`config.mk`:
```
export PLATFORM = sky130hd
export DESIGN_NAME = ram_multiport_clr
export DESIGN_NICKNAME = d
export VERILOG_FILES = /design/src/rtl/ram_mp_pkg.sv /design/src/rtl/ram_mp_rdport.sv /design/src/rtl/ram_multiport_clr.sv
export SDC_FILE = /design/constraint.sdc
export NUM_CORES = 1
export LEC_CHECK = 0
export BUFFER_PORTS_ARGS = -buffer_cell sky130_fd_sc_hd__buf_2
export CORE_MARGIN = 3
export CORE_UTILIZATION = 28
export CTS_BUF_LIST = sky130_fd_sc_hd__clkbuf_16
export DETAILED_ROUTE_END_ITERATION = 10
export PLACE_DENSITY_LB_ADDON = 0.25
export SLEW_MARGIN = 5
export SYNTH_ARGS = -nofsm -noshare
export SYNTH_HDL_FRONTEND = slang
export SYNTH_SLANG_ARGS = --single-unit
```
`constraint.sdc`:
```
create_clock -name clk -period 4.6 [get_ports clk]
set_input_delay 0 -clock clk [delete_from_list [all_inputs] [get_ports clk]]
set_output_delay 0 -clock clk [all_outputs]
set_load 0.01 [all_outputs]
```
`src/rtl/ram_mp_pkg.sv`:
```
// ram_mp_pkg: shared constants, clear-FSM encoding and byte parity helper for ram_multiport_clr
package ram_mp_pkg;
  localparam int RDW_READ_FIRST = 0;
  localparam int RDW_WRITE_FIRST = 1;
  localparam logic [0:0] ST_CLEAR = 1'b0;
  localparam logic [0:0] ST_RUN = 1'b1;
  function automatic logic even_par(input logic [7:0] b);
    return ^b;
  endfunction
endpackage

```
`src/rtl/ram_mp_rdport.sv`:
```
// ram_mp_rdport: one registered read port with read-during-write byte merge (parity check under RAM_PARITY_EN)
module ram_mp_rdport
  import ram_mp_pkg::*;
#(
  parameter int DATA_WIDTH = 8,
  parameter int RDW_MODE = 0
) (
  input  logic                    clk,
  input  logic                    rst,
  input  logic                    en,
  input  logic                    hit,
  input  logic [DATA_WIDTH/8-1:0] w_be,
  input  logic [DATA_WIDTH-1:0]   w_data,
  input  logic [DATA_WIDTH-1:0]   mem_data,
`ifdef RAM_PARITY_EN
  input  logic                    inj_perr,
  input  logic [DATA_WIDTH/8-1:0] mem_par,
  output logic                    r_perr,
`endif
  output logic [DATA_WIDTH-1:0]   r_data,
  output logic                    r_valid
);
  localparam int NB = DATA_WIDTH / 8;
  logic [NB-1:0] fwd;
  logic [DATA_WIDTH-1:0] word;
  // Only write-first mode forwards the bytes being written this edge
  assign fwd = (RDW_MODE == RDW_WRITE_FIRST && hit) ? w_be : '0;
  always_comb begin
    word = mem_data;
    for (int i = 0; i < NB; i++) word[8*i +: 8] = fwd[i] ? w_data[8*i +: 8] : mem_data[8*i +: 8];
  end
`ifdef RAM_PARITY_EN
  logic [NB-1:0] par, bad;
  always_comb begin
    par = mem_par;
    bad = '0;
    for (int i = 0; i < NB; i++) begin
      par[i] = fwd[i] ? even_par(w_data[8*i +: 8]) ^ inj_perr : mem_par[i];
      bad[i] = even_par(word[8*i +: 8]) != par[i];
    end
  end
`endif
  always_ff @(posedge clk) begin
    if (rst) begin
      r_data <= '0;
      r_valid <= 1'b0;
`ifdef RAM_PARITY_EN
      r_perr <= 1'b0;
`endif
    end else begin
      r_valid <= en;
      if (en) r_data <= word;
`ifdef RAM_PARITY_EN
      if (en) r_perr <= |bad;
`endif
    end
  end
endmodule

```
`src/rtl/ram_multiport_clr.sv`:
```
// ram_multiport_clr: byte-enable write port, NUM_RD registered read ports, post-reset clear sweep.
// Define RAM_PARITY_EN to store per-byte even parity and expose r_perr / inj_perr.
module ram_multiport_clr
  import ram_mp_pkg::*;
#(
  parameter int ADDR_WIDTH = 3,
  parameter int DATA_WIDTH = 8,
  parameter int NUM_RD = 2,
  parameter int RDW_MODE = 0
) (
  input  logic                           clk,
  input  logic                           rst,
  input  logic                           we,
  input  logic [DATA_WIDTH/8-1:0]        w_be,
  input  logic [ADDR_WIDTH-1:0]          w_addr,
  input  logic [DATA_WIDTH-1:0]          w_data,
  input  logic [NUM_RD-1:0]              r_en,
  input  logic [NUM_RD*ADDR_WIDTH-1:0]   r_addr,
`ifdef RAM_PARITY_EN
  input  logic                           inj_perr,
  output logic [NUM_RD-1:0]              r_perr,
`endif
  output logic [NUM_RD*DATA_WIDTH-1:0]   r_data,
  output logic [NUM_RD-1:0]              r_valid,
  output logic                           busy
);
  localparam int DEPTH = 2 ** ADDR_WIDTH;
  localparam int NB = DATA_WIDTH / 8;
  logic [DATA_WIDTH-1:0] mem [DEPTH];
  logic [0:0] state;
  logic [ADDR_WIDTH-1:0] ptr;
  logic run;
  assign run = state == ST_RUN;
  assign busy = !run;
  always_ff @(posedge clk) begin
    if (rst) begin
      state <= ST_CLEAR;
      ptr <= '0;
    end else if (!run) begin
      ptr <= ptr + ADDR_WIDTH'(1);
      if (&ptr) state <= ST_RUN;
    end
  end
  // Writes arriving during the sweep are dropped, not queued
  always_ff @(posedge clk) begin
    if (!rst) begin
      if (!run) mem[ptr] <= '0;
      else if (we)
        for (int i = 0; i < NB; i++) if (w_be[i]) mem[w_addr][8*i +: 8] <= w_data[8*i +: 8];
    end
  end
`ifdef RAM_PARITY_EN
  logic [NB-1:0] par [DEPTH];
  always_ff @(posedge clk) begin
    if (!rst) begin
      if (!run) par[ptr] <= '0;
      else if (we)
        for (int i = 0; i < NB; i++) if (w_be[i]) par[w_addr][i] <= even_par(w_data[8*i +: 8]) ^ inj_perr;
    end
  end
`endif
  for (genvar k = 0; k < NUM_RD; k++) begin : g_rd
    logic [ADDR_WIDTH-1:0] a;
    assign a = r_addr[k*ADDR_WIDTH +: ADDR_WIDTH];
    ram_mp_rdport #(.DATA_WIDTH(DATA_WIDTH), .RDW_MODE(RDW_MODE)) u_rd (
      .clk(clk),
      .rst(rst),
      .en(r_en[k] & run),
      .hit(we & run & (w_addr == a)),
      .w_be(w_be),
      .w_data(w_data),
      .mem_data(mem[a]),
`ifdef RAM_PARITY_EN
      .inj_perr(inj_perr),
      .mem_par(par[a]),
      .r_perr(r_perr[k]),
`endif
      .r_data(r_data[k*DATA_WIDTH +: DATA_WIDTH]),
      .r_valid(r_valid[k])
    );
  end
endmodule

```
==> results of run 1 <==
==> state kept, by name, summed over array words and instances (netlist names) <==
name and flops:
g_rd.u_rd.r_valid 2, ptr 3, mem 64, run 1, g_rd.u_rd.r_data 16
==> worst max-delay path, stage by stage, from the launching register on <==
cell,delay (ps)
dfxtp_1,570
and4b_1,590
mux2i_4,380
nand2b_1,100
nor2_1,610
==> cells in the final DEF (no fill, tap or decap) <==
master	netlist	layout
buf_2	3	41
nor3_1	18	18
dlygate4sd3_1	0	2
and2_1	12	12
nand4_1	1	1
clkbuf_16	0	11
nor2_1	29	29
inv_1	1	3
nand4b_1	1	1
xor2_1	1	1
nor2b_1	4	4
and4b_1	1	1
mux2i_1	66	66
dfxtp_1	22	22
a21oi_1	16	16
nand2b_1	3	3
edfxtp_1	64	64
clkinvlp_4	0	1
clkinv_4	0	2
o21ai_0	1	1
a21o_1	1	1
nor3b_1	2	2
nand2_1	4	4
a22oi_1	32	32
ha_1	2	2
mux2i_4	2	2
==> cell families after synthesis <==
family | count (synthesis) | synth area share [%]
xor gates and xnor gates | 1 | 0.2220
adders and majority gates | 2 | 0.6340
DFF | 86 | 59.86
and+or+nand+nor | 75 | 9.448
buffers and inverters | 24 | 3.519
muxes | 68 | 17.88
AOI/OAI and AO/OA | 50 | 8.434
==> report_power, final <==
part / internal (mW) / switching, mW / total (mW)
Sequential: 0.849 / 0.0144 / 0.863
Clock: 0.430 / 0.302 / 0.732
Combinational: 0.0456 / 0.0684 / 0.114
==> metal layers <==
| metal | vias up | part of all wire [%] | GRT usage, % |
|---|---|---|---|
| li1 | 1207 | - | - |
| met1 | 1267 | 44 | 18.10 |
| met2 | 71 | 49 | 23.57 |
| met3 | 17 | 4.4 | 2.230 |
| met4 | 0 | 3.1 | 6.705 |
| met5 | - | 0 | 0 |
==> area by class of cell <==
type / count / share of cell area [%]
Tap cell: 176 / 4.825
Multi-Input combinational cell: 196 / 31.66
Sequential cell: 86 / 51.75
Inverter: 1 / 0.08224
Clock inverter: 5 / 0.7127
Timing Repair Buffer: 43 / 4.934
Clock buffer: 11 / 6.031
==> path summary, 6_finish.rpt <==
check | startpoint | slack (ps) | end
hold / removal | rst | 90 | run
setup / recovery | run | 1970 | mem[4][1]
setup reg to reg | run | 1970 | mem[4][1]
hold reg to reg | g_rd[0].u_rd.r_data[4] | 490 | g_rd[0].u_rd.r_data[4]
==> metrics.txt, run 1 <==
Setup violations, final 0; max_cap viols 0; H-Tree Depth 3; TritonCTS clock tree yes; Ant. Diodes 0; total power 1.709 mW; dpl cell area 4237 sq um; Synthesized Nets 331; Residual DRC 0; Mapped Cells 306; fin util 33.80%; die height 124.7 um; Worst Path Required 4560 ps; Yosys top cell by area edfxtp_1; TritonCTS buffer count 9; largest net degree at the start of global routing 33; clock latency on the worst-skew pair 340 ps; site row count 42; EDFF count, synth 64; Yosys cell types 26; initial antenna violation count 0; RSZ-0062 raised after global routing false; period utilization 57.26%; Starting Density 29.22%; gr usage total 14.21%; sequential cell area 2362 sq um; count leader, synth mux2i_1; status complete, no violations; Lkg Pwr 1.644 nW; first-pass GRT wire length 16590 um; pre-CTS WS 1944 ps; Layout Skew 9.210 ps; worst r2r path cells 4; top cells by area, synth edfxtp_1 49%, mux2i_1 17%, dfxtp_1 11%; post-route setup slack 1966 ps; wire length per cell 21.33 um; PostCTS Resize Cnt 0; PwrDens 374.3 nW/um^2; Data arrival, critical path 2590 ps; Post-Syn Area 3946 sq um; ys flop type edfxtp_1; Slew HR 26.62%; Hold Path Class primary input to flip-flop; Async S/R FF share, synth 0%; Crit Path Max Fanout 13; Slew Limit Fails 0; worst vdd ir 0.0002109 V; DR vias 2562; Area Growth Syn to Fin 15.66%; post-route cell area 4564 sq um; clock sink count 86; Post-Layout Cell Count 518; CP Capture Type flip-flop; hold depth 2; Yosys reg bits 86; routability cong. 0.8140; FMAX 0.3796 GHz; vias in the first global route 2678; final antenna-violating net count 0; sequential area share after synthesis 59.86%; die width 124.7 um; synth warn 0; Top Ports 42; fin crit period 2634 ps; clock root buffer master clkbuf_16; DRT Wirelength 11050 um; final HPWL from detailed placement 7970 um; top-area cell type share of the netlist area 48.70%; Fin. Hold Viols 0; setup TNS 0 ps; Placed Instances 500; nets 362; Pre-Repair DR Iteration Count 4; die area 15550 sq um; number of fill cells 1341; core footprint 13510 sq um; Setup crit start kind flip-flop; actual transition at the worst max-transition pin 1092 ps; Mapped Avg Cell Area 12.90 sq um; Setup Buffers After CTS 0; # hold bufs at CTS 2; crit path kind flip-flop to flip-flop; Iter 0 DRT Violations 172; Clock Pin Slew Worst Setup and Hold Paths 60 ps; post-DR vias/cell 4.946; Post-synth top cells 66 x mux2i_1, 64 x edfxtp_1, 32 x a22oi_1; Multi-input gate area 1445 sq um; CTS Buffer Depth 2; share of cells above drive strength 1 16.67%; hold_ws 92.24 ps; I/O Buffers 41; gr ovfl total 0
Power figures use the tool's default switching activity.
==> run 2: changes to the inputs <==
==> constraint.sdc (replaced) <==
create_clock -name clk -period 2.6 [get_ports clk]
set_input_delay 0 -clock clk [delete_from_list [all_inputs] [get_ports clk]]
set_output_delay 0 -clock clk [all_outputs]
set_load 0.01 [all_outputs]
==> metrics.txt, run 2 (synthesis results as in run 1) <==
total power 3.015 mW (+76%); largest net degree at the start of global routing 25 (-24%); switch share 22.02% (-0.48 points); worst r2r path cells 3 (-1); die area 15550 sq um (unchanged); period utilization 73.99% (+17 points); Hold Path Class primary input to flip-flop; Multi-input gate area 1450 sq um (+0.35%); Setup violations, final 0 (unchanged); Largest register FFs 64 (unchanged); PwrDens 644.6 nW/um^2 (+72%); RSZ-0062 raised after global routing false; setup TNS 0 ps (unchanged); delay-heaviest family, CP simple AND/OR/NAND/NOR gates; Placed Instances 515 (+3.0%); worst-path cell chain and4b_1, mux2i_4, nor3_2; DR WL met2 4778 um (-11%); final HPWL from detailed placement 7728 um (-3.0%); met3 wire length 581 um (+18%); fin crit period 1924 ps (-710.4 ps); post-DR vias/cell 4.976 (+0.60%); Psw 664.0 uW (+73%); Iter 0 DRT Violations 159 (-7.6%); die width 124.7 um (unchanged); Area Growth Syn to Fin 18.52%; share of cells above drive strength 1 20.45% (+3.8 points); hold depth 3 (+1); Seq pwr share 50.5% (about the same); PostCTS Resize Cnt 0 (unchanged); Residual DRC 0 (unchanged); Slew Limit Fails 0 (unchanged); Worst path depth 3 (-1); fin util 34.63% (+0.83 points); Clock Pin Slew Worst Setup and Hold Paths 60 ps (about the same); top flop regs mem (64), g_rd.u_rd.r_data (16), ptr (3); TritonCTS buffer count 9 (unchanged); DR vias 2652 (+3.5%); first-pass GRT wire length 15930 um (-4.0%); max_cap viols 0 (unchanged); commonest non-fill, non-tap cell in the layout mux2i_1; Ant. Diodes 0 (unchanged); DRT Wirelength 10630 um (-3.8%); sequential cell area 2362 sq um (unchanged); highest routed metal layer met4; CTS Buffer Depth 2 (unchanged); # hold bufs at CTS 2 (unchanged); TritonCTS clock tree yes; commonest non-fill, non-tap cells in the layout 66 x mux2i_1, 64 x edfxtp_1, 41 x buf_2, 32 x a22oi_1, 29 x nor2_1; Clk pwr share 42.1% (-0.7 points); gr ovfl total 0 (unchanged); Pre-Repair DR Iteration Count 5 (+1); Top Ports 42 (unchanged); actual transition at the worst max-transition pin 828.6 ps (-263.7 ps); Slew HR 44.46% (+18 points); crit path kind flip-flop to flip-flop; Starting Density 29.22% (unchanged); Lkg Pwr 1.717 nW (+4.5%); Post-Layout Cell Count 533 (+2.9%); die height 124.7 um (unchanged); FMAX 0.5199 GHz (+37%); final antenna-violating net count 0 (unchanged); Layout Skew 6.728 ps (-2.481 ps); wire length per cell 19.95 um (-6.5%); clock root buffer master clkbuf_16; Fin. Hold Viols 0 (unchanged); critical path's slowest cell nor3_2; Setup crit start kind flip-flop; site row count 42 (unchanged); post-route cell area 4677 sq um (+2.5%); routability cong. 0.8027 (-1.4%); Logic pwr share 7.4% (+0.7 points); initial antenna violation count 0 (unchanged); CP bufs+invs 0 (unchanged); gr usage total 13.79% (-0.42 points); CP Capture Type flip-flop; Crit Path Max Fanout 8 (-5); Setup Buffers After CTS 0 (unchanged); vias in the first global route 2645 (-1.2%); Worst Path Required 2570 ps (-1990 ps); dpl cell area 4349 sq um (+2.7%); Pint 2.351 mW (+78%); Most flops, register mem; status complete, no violations; H-Tree Depth 3 (unchanged); Data arrival, critical path 1890 ps (-700 ps); core footprint 13510 sq um (unchanged); nets 377 (+4.1%); Met1 Wirelength 5068 um (+4.8%); worst vdd ir 0.0003446 V (+63%); I/O Buffers 41 (unchanged); crit-path max cell delay 700 ps (+90 ps); number of fill cells 1324 (-1.3%); clock latency on the worst-skew pair 340 ps (about the same); clock sink count 86 (unchanged)
## run 2: power by group through the flow
stage | combinational, mW | clock, mW | sequential (mW)
after floorplan | 0.146 | 0 | 1.55
after global placement | 0.218 | 0 | 1.55
after detailed placement | 0.218 | 0 | 1.55
after CTS | 0.222 | 1.29 | 1.52
after global routing | 0.243 | 1.35 | 1.53
final | 0.224 | 1.27 | 1.52
## run 2: cell type report
class                           instances  area share [%]
Inverter                                1         0.08026
Multi-Input combinational cell        196           31.01
Clock inverter                          5          0.5885
Clock buffer                           11           5.885
Sequential cell                        86           50.51
Tap cell                              176           4.708
Timing Repair Buffer                   58           7.223
## run 2: worst min-delay path, delay by kind of cell
family / cells / cell delay [ps]
buf+inv: 2 / 300
simple gates: 1 / 110
## run 2: through the flow
stage | hold slack (ps) | worst slack, ps
4_1_cts | 125.6 | 209.8
5_1_grt | 149.0 | 566.8
3_5_place_dp | 294.1 | 222.0
6_report | 125.4 | 676.4
3_3_place_gp | 303.4 | 301.2
2_1_floorplan | 166.6 | 703.4
## run 2: path summary, 6_finish.rpt
path                                             start                      to  slack [ps]
worst max-delay path                               run               mem[6][0]         680
worst min register to register  g_rd[0].u_rd.r_data[4]  g_rd[0].u_rd.r_data[4]         490
worst max register to register                     run               mem[6][0]         680
worst min-delay path                               rst                  ptr[0]         130
## run 2: layer usage
metal,track usage [%],vias to the layer above
met5,0,-
met4,5.545,0
met3,2.744,16
met2,20.39,86
met1,19.73,1311
li1,-,1239
